[src/rtl/trigcap_pkg.sv]
// Shared types for the trigger capture buffer.
// State encoding and timestamp width.
package trigcap_pkg;

  typedef enum logic [1:0] {
    IDLE = 2'd0,
    PRE  = 2'd1,
    POST = 2'd2,
    DONE = 2'd3
  } state_t;

  localparam int TS_W = 16;

endpackage

[src/rtl/trigcap_match.sv]
// Masked pattern match with rising-edge detection.
// in: clk rst in_data pattern mask edge_mode; out: match trig_cond
module trigcap_match
  import trigcap_pkg::*;
#(
  parameter int WIDTH = 4
) (
  input  logic             clk,
  input  logic             rst,
  input  logic [WIDTH-1:0] in_data,
  input  logic [WIDTH-1:0] pattern,
  input  logic [WIDTH-1:0] mask,
  input  logic             edge_mode,
  output logic             match,
  output logic             trig_cond
);

  logic match_prev;

  assign match = ((in_data & mask) == (pattern & mask));
  assign trig_cond = edge_mode ? (match & ~match_prev)
                               : match;

  always_ff @(posedge clk) begin
    if (rst) match_prev <= 1'b0;
    else     match_prev <= match;
  end

endmodule

[src/rtl/trigger_capture_buf.sv]
// Circular trigger capture buffer with valid/ready oldest-first readout.
// Ports: arm/in_data/pattern/mask/edge_mode/post_len in; status + rd_* port.
// Optional TRIGCAP_TIMESTAMP_EN adds trig_time (counter latched at trigger).
module trigger_capture_buf
  import trigcap_pkg::*;
#(
  parameter int WIDTH  = 4,
  parameter int DEPTH  = 16,
  parameter int ADDR_W = $clog2(DEPTH)
) (
  input  logic              clk,
  input  logic              rst,
  input  logic              arm,
  input  logic [WIDTH-1:0]  in_data,
  input  logic [WIDTH-1:0]  pattern,
  input  logic [WIDTH-1:0]  mask,
  input  logic              edge_mode,
  input  logic [ADDR_W-1:0] post_len,
  output logic              triggered,
  output logic              done,
  output logic [ADDR_W:0]   count,
  output logic [ADDR_W:0]   trig_index,
`ifdef TRIGCAP_TIMESTAMP_EN
  output logic [TS_W-1:0]   trig_time,
`endif
  output logic              rd_valid,
  output logic [WIDTH-1:0]  rd_data,
  input  logic              rd_ready,
  output logic              rd_last
);

  localparam logic [ADDR_W:0]   FULL    = (ADDR_W+1)'(DEPTH);
  localparam logic [ADDR_W:0]   CNT_ONE = (ADDR_W+1)'(1);
  localparam logic [ADDR_W-1:0] PTR_ONE = ADDR_W'(1);

  state_t state_q, state_d;

  logic [WIDTH-1:0]  mem [DEPTH];
  logic [ADDR_W-1:0] wr_ptr_q, wr_ptr_d;
  logic [ADDR_W:0]   fill_q, fill_d;
  logic [ADDR_W-1:0] post_rem_q, post_rem_d;
  logic [ADDR_W-1:0] post_lat_q, post_lat_d;
  logic [ADDR_W:0]   rd_cnt_q, rd_cnt_d;
  logic [ADDR_W-1:0] rd_ptr;
  logic              arm_prev;
  logic              we;
  logic              match;
  logic              trig_cond;
  logic              trig_hit;

  trigcap_match #(
    .WIDTH(WIDTH)
  ) u_match (
    .clk      (clk),
    .rst      (rst),
    .in_data  (in_data),
    .pattern  (pattern),
    .mask     (mask),
    .edge_mode(edge_mode),
    .match    (match),
    .trig_cond(trig_cond)
  );

  // trig_cond already implies match; the extra term keeps the
  // qualifier visible where the trigger is consumed.
  assign trig_hit = arm & (state_q == PRE) & match & trig_cond;

  // Oldest retained sample sits fill entries behind the write pointer.
  assign rd_ptr = wr_ptr_q - fill_q[ADDR_W-1:0]
                + rd_cnt_q[ADDR_W-1:0];

  assign done       = (state_q == DONE);
  assign triggered  = (state_q == POST) | done;
  assign rd_valid   = done;
  assign rd_data    = mem[rd_ptr];
  assign rd_last    = done & (rd_cnt_q == fill_q - CNT_ONE);
  assign count      = done ? fill_q : '0;
  assign trig_index = done ? (fill_q - CNT_ONE - {1'b0, post_lat_q})
                           : '0;

  always_comb begin
    state_d    = state_q;
    wr_ptr_d   = wr_ptr_q;
    fill_d     = fill_q;
    post_rem_d = post_rem_q;
    post_lat_d = post_lat_q;
    rd_cnt_d   = rd_cnt_q;
    we         = 1'b0;
    if (!arm) begin
      state_d = IDLE;
    end else begin
      unique case (state_q)
        IDLE: begin
          if (!arm_prev) begin
            state_d  = PRE;
            wr_ptr_d = '0;
            fill_d   = '0;
            rd_cnt_d = '0;
          end
        end
        PRE: begin
          we       = 1'b1;
          wr_ptr_d = wr_ptr_q + PTR_ONE;
          fill_d   = (fill_q == FULL) ? fill_q
                                      : fill_q + CNT_ONE;
          if (trig_hit) begin
            post_lat_d = post_len;
            post_rem_d = post_len;
            state_d    = (post_len == '0) ? DONE : POST;
          end
        end
        POST: begin
          we         = 1'b1;
          wr_ptr_d   = wr_ptr_q + PTR_ONE;
          fill_d     = (fill_q == FULL) ? fill_q
                                        : fill_q + CNT_ONE;
          post_rem_d = post_rem_q - PTR_ONE;
          if (post_rem_q == PTR_ONE) state_d = DONE;
        end
        DONE: begin
          if (rd_ready) begin
            rd_cnt_d = rd_cnt_q + CNT_ONE;
            if (rd_last) state_d = IDLE;
          end
        end
      endcase
    end
  end

  always_ff @(posedge clk) begin
    if (rst) begin
      state_q    <= IDLE;
      wr_ptr_q   <= '0;
      fill_q     <= '0;
      post_rem_q <= '0;
      post_lat_q <= '0;
      rd_cnt_q   <= '0;
      arm_prev   <= 1'b0;
    end else begin
      state_q    <= state_d;
      wr_ptr_q   <= wr_ptr_d;
      fill_q     <= fill_d;
      post_rem_q <= post_rem_d;
      post_lat_q <= post_lat_d;
      rd_cnt_q   <= rd_cnt_d;
      arm_prev   <= arm;
    end
  end

  always_ff @(posedge clk) begin
    if (we && !rst) mem[wr_ptr_q] <= in_data;
  end

`ifdef TRIGCAP_TIMESTAMP_EN
  logic [TS_W-1:0] ts_q;

  always_ff @(posedge clk) begin
    if (rst) begin
      ts_q      <= '0;
      trig_time <= '0;
    end else begin
      ts_q <= ts_q + TS_W'(1);
      if (trig_hit) trig_time <= ts_q;
    end
  end
`endif

endmodule

[config.mk]
export PLATFORM = sky130hd
export DESIGN_NAME = trigger_capture_buf
export DESIGN_NICKNAME = d
export VERILOG_FILES = /design/src/rtl/trigcap_pkg.sv /design/src/rtl/trigcap_match.sv /design/src/rtl/trigger_capture_buf.sv
export SDC_FILE = /design/constraint.sdc
export NUM_CORES = 1
export LEC_CHECK = 0
export ABC_AREA = 1
export CORE_ASPECT_RATIO = 1.25
export CORE_MARGIN = 4
export CORE_UTILIZATION = 35
export DETAILED_ROUTE_END_ITERATION = 10
export MAX_ROUTING_LAYER = met4
export PLACE_DENSITY_LB_ADDON = 0.05
export RECOVER_POWER = 100
export SYNTH_ARGS = -nofsm -noshare
export SYNTH_HDL_FRONTEND = slang
export SYNTH_SLANG_ARGS = --single-unit
[constraint.sdc]
create_clock -name clk -period 3.9 [get_ports clk]
set_input_delay 0.585 -clock clk [delete_from_list [all_inputs] [get_ports clk]]
set_output_delay 0.585 -clock clk [all_outputs]
set_load 0.02 [all_outputs]
== Word-level counts from Yosys, hierarchy flattened ==
Memory sizes are Yosys's and may differ from the RTL's.
Index checks and enable logic that the tools add are counted.

* Register bits after elaboration: 26
* Latch bits: 0
* RAM bits: 64
* Bits in read-only memories: 0
* Bits of input ports: 21
* Output and inout bits: 18
* Word-level logic and storage cells: 78
* Memories: 1

* Add/subtract/negate cells: 8
* $mul: 0
* Divide/modulo/power cells: 0
* $lt $le $gt $ge: 0
* Equal/unequal tests: 13
* Shift-type cells: 0
* Muxes and demuxes: 23
* Bitwise logic cells: 10
* Reductions and logical operators: 15

{| class="wikitable"
|+ Memories
! memory !! words !! bits a word !! rd ports !! clocked after memory_dff !! write ports !! RTL line !! source
|-
| mem || 16 || 4 || 1 || 0 || 1 || trigger_capture_buf.sv:38 || <nowiki>logic [WIDTH-1:0] mem [DEPTH];</nowiki>
|}

{| class="wikitable"
|+ Operators by type and width
! kind !! number
|-
| $mux 5 || 5
|-
| $pmux 5 s2 || 2
|-
| $pmux 4 s2 || 2
|-
| $add 5x1->5 const B || 2
|-
| $mux 2 || 5
|-
| $reduce_and 3->1 || 3
|-
| $and 4x4->4 || 2
|-
| $mux 4 || 2
|-
| $pmux 2 s4 || 1
|-
| $reduce_and 4->1 || 2
|-
| $mux 1 || 6
|-
| $ne 2x1->1 const B || 3
|-
| $ne 2x2->1 const B || 3
|-
| $reduce_bool 2->1 || 3
|-
| $and 1x1->1 || 5
|-
| $eq 5x5->1 || 1
|-
| $eq 5x5->1 const B || 1
|-
| $reduce_and 5->1 || 1
|-
| $sub 5x1->5 const B || 1
|-
| $sub 5x4->5 || 1
|-
| $add 4x1->4 const B || 1
|-
| $add 4x4->4 || 1
|-
| $eq 2x2->1 const B || 2
|-
| $eq 4x1->1 const B || 1
|-
| 11 further kinds || 13
|}

== Depth between registers and ports, before layout ==
* Word-level depth: 7
* Depth in mapped cells: 14
* Mapped depth without buffers: 14

== Cells and area by module ==
Synthesis repeated with hierarchy kept, for this count alone.

* Cells, all modules: 517
* Area, all modules: 4665.7 sq um

{| class="wikitable"
|+ By module, submodules not included
! module !! instances !! cells an instance !! area each (sq um) !! seq. area each (sq um)
|-
| trigger_capture_buf || 1 || 491 || 4544.4 || 2422.3
|-
| trigcap_match || 1 || 26 || 121.4 || 20.0
|}

== Worst setup path after synthesis ==
No wires, ideal clock.

* Path kind: register -> output
* Start point: register wr_ptr_q[1]
* End point: output port rd_data[0]
* Data arrival time: 2.583 ns
* Data required time: 3.315 ns
* Slack: 0.732 ns
* Cell stages (with the launch flop): 11
* Buffers on the path: 1
* Path through: dfxtp_1 > inv_1 > fa_1 > inv_1 > fa_1 > clkbuf_1 > o21ai_0 > o21ai_0 > mux2_2 > inv_1 > o21ai_1

* Cells in the longest elaborated chain, start to end: 3

{| class="wikitable"
|+ RTL lines
! item !! RTL line !! source
|-
| start, declared || trigger_capture_buf.sv:39 || <nowiki>logic [ADDR_W-1:0] wr_ptr_q, wr_ptr_d;</nowiki>
|-
| start signal, assigned || trigger_capture_buf.sv:141 || <nowiki>wr_ptr_q <= wr_ptr_d;</nowiki>
|-
| $sub 4x4->4 || trigger_capture_buf.sv:69 || <nowiki>assign rd_ptr = wr_ptr_q - fill_q[ADDR_W-1:0]</nowiki>
|-
| $add 4x4->4 || trigger_capture_buf.sv:70 || <nowiki>+ rd_cnt_q[ADDR_W-1:0];</nowiki>
|-
| $mem_v2 16x4 || n/a ||
|-
| end, declared || trigger_capture_buf.sv:27 || <nowiki>output logic [WIDTH-1:0] rd_data,</nowiki>
|}

Every way passes these cells.

== Worst setup path after layout ==
* Start point: register wr_ptr_q[1]
* End point: output port rd_data[2]

Same word-level chain as after synthesis.

==> impl_metrics.env <==
export IMPL_power_leakage_nw=2.16
export IMPL_die_width_um=111
export IMPL_vdd_drop_max_uv=214
export IMPL_hpwl_um=8390
export IMPL_ys_warn_count=0
export IMPL_period_share=0.950
export IMPL_cts_buffers=9
export IMPL_start_kind="flip-flop"
export IMPL_min_path_type="flip-flop to flip-flop"
export IMPL_post_cts_buffers=0
export IMPL_cts_sinks=90
export IMPL_synth_edf_count=64
export IMPL_nets=600
export IMPL_required_ns=3.31
export IMPL_combPwrFrac=0.291
export IMPL_finalMaxSlewViolations=0
export IMPL_fp_dieH_um=137
export IMPL_synth_cells=506
export IMPL_clk_pin_slew_ns=0.07
export IMPL_synthTopCellsByArea="edfxtp_1 (41%), dfxtp_1 (11%), nand2_1 (6.6%)"
export IMPL_drc=0
export IMPL_hold_viol_final=0
export IMPL_grt_setup_unrepaired="no"
export IMPL_async_flop_share=0
export IMPL_rows=46
export IMPL_max_slew_worst_pin_slew_ns=0.969
export IMPL_final_common_cell="nand2_1"
export IMPL_timing_rr_end="rd_cnt_q[4]"
export IMPL_vias=3490
export IMPL_grt_usage=0.159
export IMPL_p_int_mw=1.78
export IMPL_syn2layout_area_growth_pct=18.9
export IMPL_drv_cap=0
export IMPL_synth_top_area_cell="edfxtp_1"
export IMPL_skew_ns=0.0101
export IMPL_finalSetupTns_ns=0
export IMPL_p_sw_mw=0.879
export IMPL_status="finished clean"
export IMPL_r2r_start="state_q[0]"
export IMPL_portBuffers=38
export IMPL_cts_root_buf="clkbuf_16"
export IMPL_ys_types=37
export IMPL_synth_top_area_share=0.413
export IMPL_yosysSeqAreaShare=0.525
export IMPL_num_antenna_cells=0
export IMPL_fin_crit_ns=3.71
export IMPL_p_per_area_nw_per_um2=481
export IMPL_cts_path_max_buffers=2
export IMPL_clkPwrFrac=0.313
export IMPL_slew_headroom=0.354
export IMPL_initial_core_util=0.363
export IMPL_grt_max_degree=33
export IMPL_end_kind="output pin"
export IMPL_cts_tree="built"
export IMPL_syn_avg_cell_area_um2=9.20
export IMPL_crit_start="wr_ptr_q[1]"
export IMPL_cp_max_fo=16
export IMPL_worstSkewPairLatency_ns=0.34
export IMPL_seqPwrFrac=0.396
export IMPL_cts_htree_levels=3
export IMPL_stdcell_count=727
export IMPL_drt_pass1_iter_count=4
export IMPL_core_region_area_um2=12800
export IMPL_synth_flop_cell="edfxtp_1"
export IMPL_critical_path_arrival_ns=3.12
export IMPL_finalSetupViolCount=0
export IMPL_post_drt_via_cell_ratio=4.80
export IMPL_drtIter0Drc=101
export IMPL_grt_pass1_wl_um=18300
export IMPL_syn_area_um2=4660
export IMPL_p_sw_frac=0.330
export IMPL_fmax_mhz=270
export IMPL_layout_drive_gt1_share=0.0841
export IMPL_post_place_cells=710
export IMPL_mostFrequentLayoutCells="nand2_1 (82), nor2_1 (81), edfxtp_1 (64)"
export IMPL_grt_pass1_vias=3630
export IMPL_ff2ff_path_depth=6
export IMPL_final_util=0.431
export IMPL_antenna_found_initial=0
export IMPL_drtAntennaViolNets=0
export IMPL_dieArea_um2=15200
export IMPL_r2r_slack_ns=1.49
export IMPL_syn_num_nets=552
export IMPL_critPathKind="flip-flop to output pin"
export IMPL_wl_per_cell_um=15.9
export IMPL_grt_ovfl_total=0
export IMPL_crit_end="rd_data[2]"
export IMPL_boundaryPins=39
export IMPL_drt_wl_total_um=11600
export IMPL_globalplace_congestion=0.772
export IMPL_ys_seq_elements=90
export IMPL_postCtsHoldBufs=0
-- registers in the layout (all words and copies together), names as in the netlist --
name                flops
rd_cnt_q                5
u_match.match_prev      1
wr_ptr_q                4
arm_prev                1
state_q                 2
mem                    64
fill_q                  5
post_lat_q              4
post_rem_q              4
-- cell type report --
class                      instances  area [µm²]
inverter                          62         233
multi-input combinational        341        1890
tap                              168         210
clock buffer                      10         229
timing repair buffer              50         480
clock inverter                     6        50.0
sequential                        90        2440
fill                            1306        7300
-- timing repair --
item / 4_1_cts / 5_1_grt
resized for setup: 4 / 9
endpoints found under the setup margin: 4 / 5
pin swaps: 0 / 1
gates cloned: 0 / 1
-- through the flow --
step	power [mW]	area, µm²	setup slack [ns]	hold slack (ns)
after floorplan	1.59	4660	0.732	0.427
after global placement	1.87	5290	0.189	0.449
after detailed placement	1.87	5290	0.173	0.454
after CTS	2.68	5560	0.0810	0.463
after global routing	2.83	5540	0.000425	0.489
final	2.66	5540	0.194	0.455
-- worst max-delay path: stages, from the launching register on --
cell	delay [ns]
dfxtp_1	0.36
inv_1	0.09
fa_1	0.54
inv_1	0.07
fa_2	0.62
buf_12	0.16
o21ai_0	0.08
o22ai_1	0.15
inv_1	0.07
o21ai_0	0.18
nand2_1	0.07
o21ai_1	0.08
clkdlybuf4s15_1	0.32
-- Yosys cell counts, types with 2 or more instances --
cell type  count
a211oi_1       2
a21oi_1       21
buf_2         11
dfxtp_1       26
edfxtp_1      64
fa_1           4
ha_1          21
inv_1         59
inv_2          3
mux2_2         4
mux2i_1        4
nand2_1       82
nand2_2        6
nand3_1       12
nand3_2        2
nand3b_1       2
nand4_1        2
nor2_1        80
nor2_2         5
nor3_1         7
nor3b_1        3
o211ai_1       2
o21a_1         2
o21ai_0       53
o21ai_1        4
o22ai_1        4
o32ai_1        4
or2_2          2
xnor2_1        3
xor2_1         4
xor2_2         2
-- power groups by stage --
stage | combinational (mW) | clock (mW) | sequential [mW]
after global routing | 0.875 | 0.899 | 1.06
after floorplan | 0.522 | 0 | 1.07
after detailed placement | 0.800 | 0 | 1.08
after CTS | 0.778 | 0.849 | 1.05
final | 0.776 | 0.832 | 1.05
after global placement | 0.796 | 0 | 1.07
-- routing by layer --
layer	up-vias	part of all wire	wire length [µm]	track usage
met5	-	0	0	-
met4	0	0.020	232	0.0548
met3	19	0.024	278	0.0327
met2	54	0.53	6130	0.286
met1	1632	0.43	4930	0.176
li1	1785	-	-	-
-- kinds of logic after synthesis --
family / count (synthesis) / synth area share
simple gates: 205 / 0.188
flops: 90 / 0.525
fa+ha+maj: 25 / 0.0736
xor+xnor: 9 / 0.0202
compound gates: 94 / 0.112
buf+inv: 75 / 0.0642
mux: 8 / 0.0183
-- worst min-delay path by stage --
stage	start	endpoint	slack [ns]	cells after the start
4_1_cts	post_lat_q[0]	post_lat_q[0]	0.46	2
3_5_place_dp	post_lat_q[0]	post_lat_q[0]	0.45	2
5_1_grt	post_lat_q[0]	post_lat_q[0]	0.49	2
2_1_floorplan	post_lat_q[0]	post_lat_q[0]	0.43	2
3_3_place_gp	post_lat_q[0]	post_lat_q[0]	0.45	2
6_report	post_lat_q[0]	post_lat_q[0]	0.45	2
Power figures use the tool's default switching activity.
==> variant 1 (same flow settings) <==
The option `TRIGCAP_TIMESTAMP_EN` is turned on by a define.
--- a/src/rtl/trigger_capture_buf.sv
+++ b/src/rtl/trigger_capture_buf.sv
@@ -2,4 +2,6 @@
 // Ports: arm/in_data/pattern/mask/edge_mode/post_len in; status + rd_* port.
 // Optional TRIGCAP_TIMESTAMP_EN adds trig_time (counter latched at trigger).
+`define TRIGCAP_TIMESTAMP_EN
+
 module trigger_capture_buf
   import trigcap_pkg::*;
Check against the original RTL (old outputs only; new: trig_time): equivalent (Yosys induction, for registers that start in step).
==> variant 1 against the original RTL <==
Critical endpoint is now rd_data[1]; routed wire length rose by 26%; final area is 31% higher; sequential cell count grew 32; first-iteration DRC count rose by 110%; clock power rose by 85%; non-clock buffer count is 17 higher; critical path depth stayed put; power increased by 43%; setup slack improved by 64 ps; core utilization is 1.2 points higher; area after synthesis up 27%; highest routed layer unchanged.
==> variant 1: results (changes against the original RTL) <==
run status complete, no violations; Reg area 0.00308 sq mm (+26%); layout cells sized above 1 6.54% (-1.9 points); Hold Path Origin trig_time[7]; top cells by area, synth edfxtp_1 (33%), dfxtp_1 (20%), o21ai_0 (7.2%); asr flop ratio synth 0% (unchanged); Detailed Route WL 14,600 um (+26%); number of synthesized flops with an enable pin 64 (unchanged); CTS resizes 12 (+8); Die W 124 um (+12%); H-tree depth 4 (+1); Total GRT Usage 16.7% (+0.81 points); DRT Pass-1 Iters 4 (unchanged); Slew headroom 21.1% (-14 points); clk sinks 122 (+36%); biggest regs mem (64), trig_time (16), ts_q (16); Crit Reg-Reg Startpoint state_q[1]; vias in the first global route 4,737 (+30%); root buffer cell clkbuf_16; sequential share of the synthesized area 52.2% (-0.24 points); #MultiIn Comb 443 (+30%); Post-synth top cells nor2_1 (101), nand2_1 (98), inv_1 (97); Syn Inst Count 686 (+36%); Non-clock buffering overhead 8.56% (-0.12 points); Placed Cells incl. Taps 947 (+33%); Worst EP arrival 3060 ps (-60 ps); IR drop worst, VDD 0.000230 V (+7.4%); Reg2Reg Depth 8 (+2); Fillers 1,679 (+29%); Netlist cell types 38 (+2.7%); CLK BUF 23 (+13); CP startpoint wr_ptr_q[1]; hold crit path type flip-flop to flip-flop; area occupied by multi-input gates 0.00234 sq mm (+24%); final net count 798 (+33%); worst skew pair latency 420 ps (+80 ps); gpl congestion 0.832 (+7.8%); initial antenna violation count 0 (unchanged); skew final 6.29 ps (-3.83 ps); largest net degree at the start of global routing 33 (unchanged); Post-CTS Setup Bufs 0 (unchanged); via count 4,638 (+33%); Mapped Nets 733 (+33%); non-clock buffer count 67 (+34%); Placement Cell Area 0.00672 sq mm (+27%); clock network area share 8.06% (+3.0 points); Net Sw Frac 29.8% (-3.2 points); Initial DRC Count 217 (+110%); total CTS buffers 17 (+8); first-pass GRT wire length 23,800 um (+30%); P_leak 0.00288 uW (+33%); Clock transition at path regs 60 ps; via/cell ratio 4.73 (-1.4%); IO Port Bufs 54 (+42%); crit-path max FO 16 (unchanged); Non-CTS inverters 100 (+61%); post-DP HPWL 10,700 um (+27%)
-- variant 1: worst paths after layout --
check                        to  slack (ps)
hold reg to reg    trig_time[7]         440
setup reg to reg  trig_time[15]        1340
hold / removal     trig_time[7]         440
setup / recovery     rd_data[1]         260
-- variant 1: routing by layer --
layer | vias to the layer above | global-route usage, % | wire, um
li1 | 2387 | - | -
met1 | 2140 | 19.2 | 6320
met2 | 85 | 28.4 | 7610
met3 | 26 | 3.14 | 398
met4 | 0 | 6.68 | 296
met5 | - | - | 0
-- variant 1: metrics by stage --
stage	util, %	hold slack (ps)	setup WS, ps
after floorplan	-	427	553
after global placement	41.0	431	224
after detailed placement	41.0	435	131
after CTS	44.6	445	11.7
after global routing	44.4	460	-9.77
final	44.4	440	258
-- variant 1: power by group through the flow --
stage	combinational (uW)	sequential [uW]	clock, uW
finish	874	1390	1540
global route	998	1400	1620
CTS	865	1390	1560
detailed placement	875	1420	0
global placement	867	1420	0
floorplan	563	1430	0
-- variant 1: kinds of logic (layout without fill, tap and decap cells) --
family / count (synthesis) / after routing / synth area share [%]
AND/OR/NAND/NOR: 252 / 252 / 17.9
multiplexers: 4 / 4 / 0.678
AO/OA/AOI/OAI: 149 / 149 / 13.2
adder cells (fa/ha/maj): 26 / 26 / 6.02
flip-flops: 122 / 122 / 52.2
XOR/XNOR: 12 / 12 / 2.03
buffers and inverters: 121 / 199 / 7.97
-- variant 1: worst max-delay path, stage by stage (launching register included) --
cell and delay, ps:
dfxtp_2 340, inv_1 100, fa_1 540, inv_1 70, fa_2 620, buf_12 160
o21ai_0 80, o21ai_0 160, inv_1 50, o21ai_0 170, nand2_1 90, o21ai_1 110
buf_4 160
==> variant 2 (same settings) <==
Made on the original files. Encoding of `state_t`: now Gray code (2 bits for 4 states).
--- a/src/rtl/trigcap_pkg.sv
+++ b/src/rtl/trigcap_pkg.sv
@@ -4,8 +4,8 @@
 
   typedef enum logic [1:0] {
-    IDLE = 2'd0,
-    PRE  = 2'd1,
-    POST = 2'd2,
-    DONE = 2'd3
+    IDLE = 2'b00,
+    PRE  = 2'b01,
+    POST = 2'b11,
+    DONE = 2'b10
   } state_t;
 
Check against the original RTL: no difference found for any inputs over 4 cycles, from zero or initial values and one cycle with rst high; so few cycles prove little.
==> variant 2 against the original RTL <==
First-iteration DRC count up 36%; final area down 1.6%; register-to-register slack better by 160 ps; power down 5.7%; setup slack better by 110 ps; sequential cell count unchanged; count of clock-buffer cells in the layout down 1; routed wire length down 5.6%; die area down 1.8%; area after synthesis down 1.9%; largest power group unchanged.
==> variant 2: results (changes against the original RTL) <==
crit-path max FO 9 (-7); sequential share of the synthesized area 53.5% (+1.0 points); Worst EP arrival 3010 ps (-110 ps); layout cells sized above 1 6.61% (-1.8 points); P_leak 0.00217 uW (+0.59%); top cells by area, synth edfxtp_1 (42%), dfxtp_1 (11%), nor2_1 (7.6%); Initial DRC Count 137 (+36%); gpl congestion 0.827 (+7.2%); first-pass GRT wire length 17,700 um (-3.3%); worst slew pin tran 897 ps (-71.3 ps); wire length per cell 15.0 um (-5.7%); pre-CTS setup slack 182 ps (+9.29 ps); Total GRT Usage 16.2% (+0.30 points); Post-synth top cells nor2_1 (93), nand2_1 (79), edfxtp_1 (64); largest net degree at the start of global routing 21 (-36%); number of synthesized flops with an enable pin 64 (unchanged); ANT cells 0 (unchanged); hold slack 459 ps (+4.57 ps); via count 3,508 (+0.52%); skew final 4.83 ps (-5.29 ps); Mapped Nets 548 (-0.72%); final net count 597 (-0.50%); Fmax 278 MHz (+3.2%); run status complete, no violations; Netlist cell types 36 (-2.7%); DRT Pass-1 Iters 5 (+1); IR drop worst, VDD 0.000217 V (+1.5%); root buffer cell clkbuf_16; post-DP HPWL 8360 um (-0.34%); Reg2Reg Setup Slack 1650 ps (+160 ps)
==> variant 2: worst max-delay path: stages, from the launching register on <==
cell	delay (ps)
dfxtp_1	380
inv_1	90
fa_1	480
inv_1	70
fa_1	530
inv_2	160
buf_4	180
o21ai_0	80
o22ai_1	110
inv_1	60
o21ai_0	190
nand2_1	80
o21ai_1	80
clkbuf_2	180
==> variant 2: path summary, 6_finish.rpt <==
path                 startpoint             to  cells after the start
setup reg to reg     state_q[0]      fill_q[4]                      9
hold / removal    post_lat_q[0]  post_lat_q[0]                      2
hold reg to reg   post_lat_q[0]  post_lat_q[0]                      2
setup / recovery    rd_cnt_q[1]     rd_data[3]                     13
==> variant 2: layout make-up <==
cell class                 instances  area [sq um]
fill                            1262          7270
sequential                        90          2440
multi-input combinational        341          1800
timing repair buffer              51           443
inverter                          62           233
clock buffer                       9           225
tap                              168           210
clock inverter                     7           100
==> variant 2: logic make-up after synthesis <==
family / Yosys count / synth area share, %
fa+ha+maj: 21 / 6.41
buf+inv: 75 / 6.33
simple gates: 205 / 18.8
xor+xnor: 12 / 2.63
compound gates: 102 / 12.2
mux: 1 / 0.219
flops: 90 / 53.5
==> variant 2: per-layer routing <==
metal / wire length (um) / part of all wire, % / global-route usage, % / vias to the layer above
li1: - / - / - / 1792
met1: 4710 / 43 / 18.5 / 1623
met2: 5630 / 52 / 27.5 / 71
met3: 260 / 2.4 / 2.53 / 22
met4: 316 / 2.9 / 7.94 / 0
met5: 0 / 0 / - / -
==> variant 2: metrics by stage <==
stage	std cells	cell area [sq um]
after floorplan	506	4570
after global placement	712	5200
after detailed placement	712	5200
after CTS	728	5520
after global routing	728	5450
final	728	5450
==> variant 2: timing repair <==
action	CTS	global route
setup buffers	0	0
resized for setup	4	9
pin swaps	0	0
hold buffers	0	0
setup endpoints to repair	4	4
==> variant 2: where the power goes <==
part | switching (uW) | internal [uW]
registers | 10.5 | 1030
clock network | 368 | 567
logic | 336 | 195
total | 715 | 1800
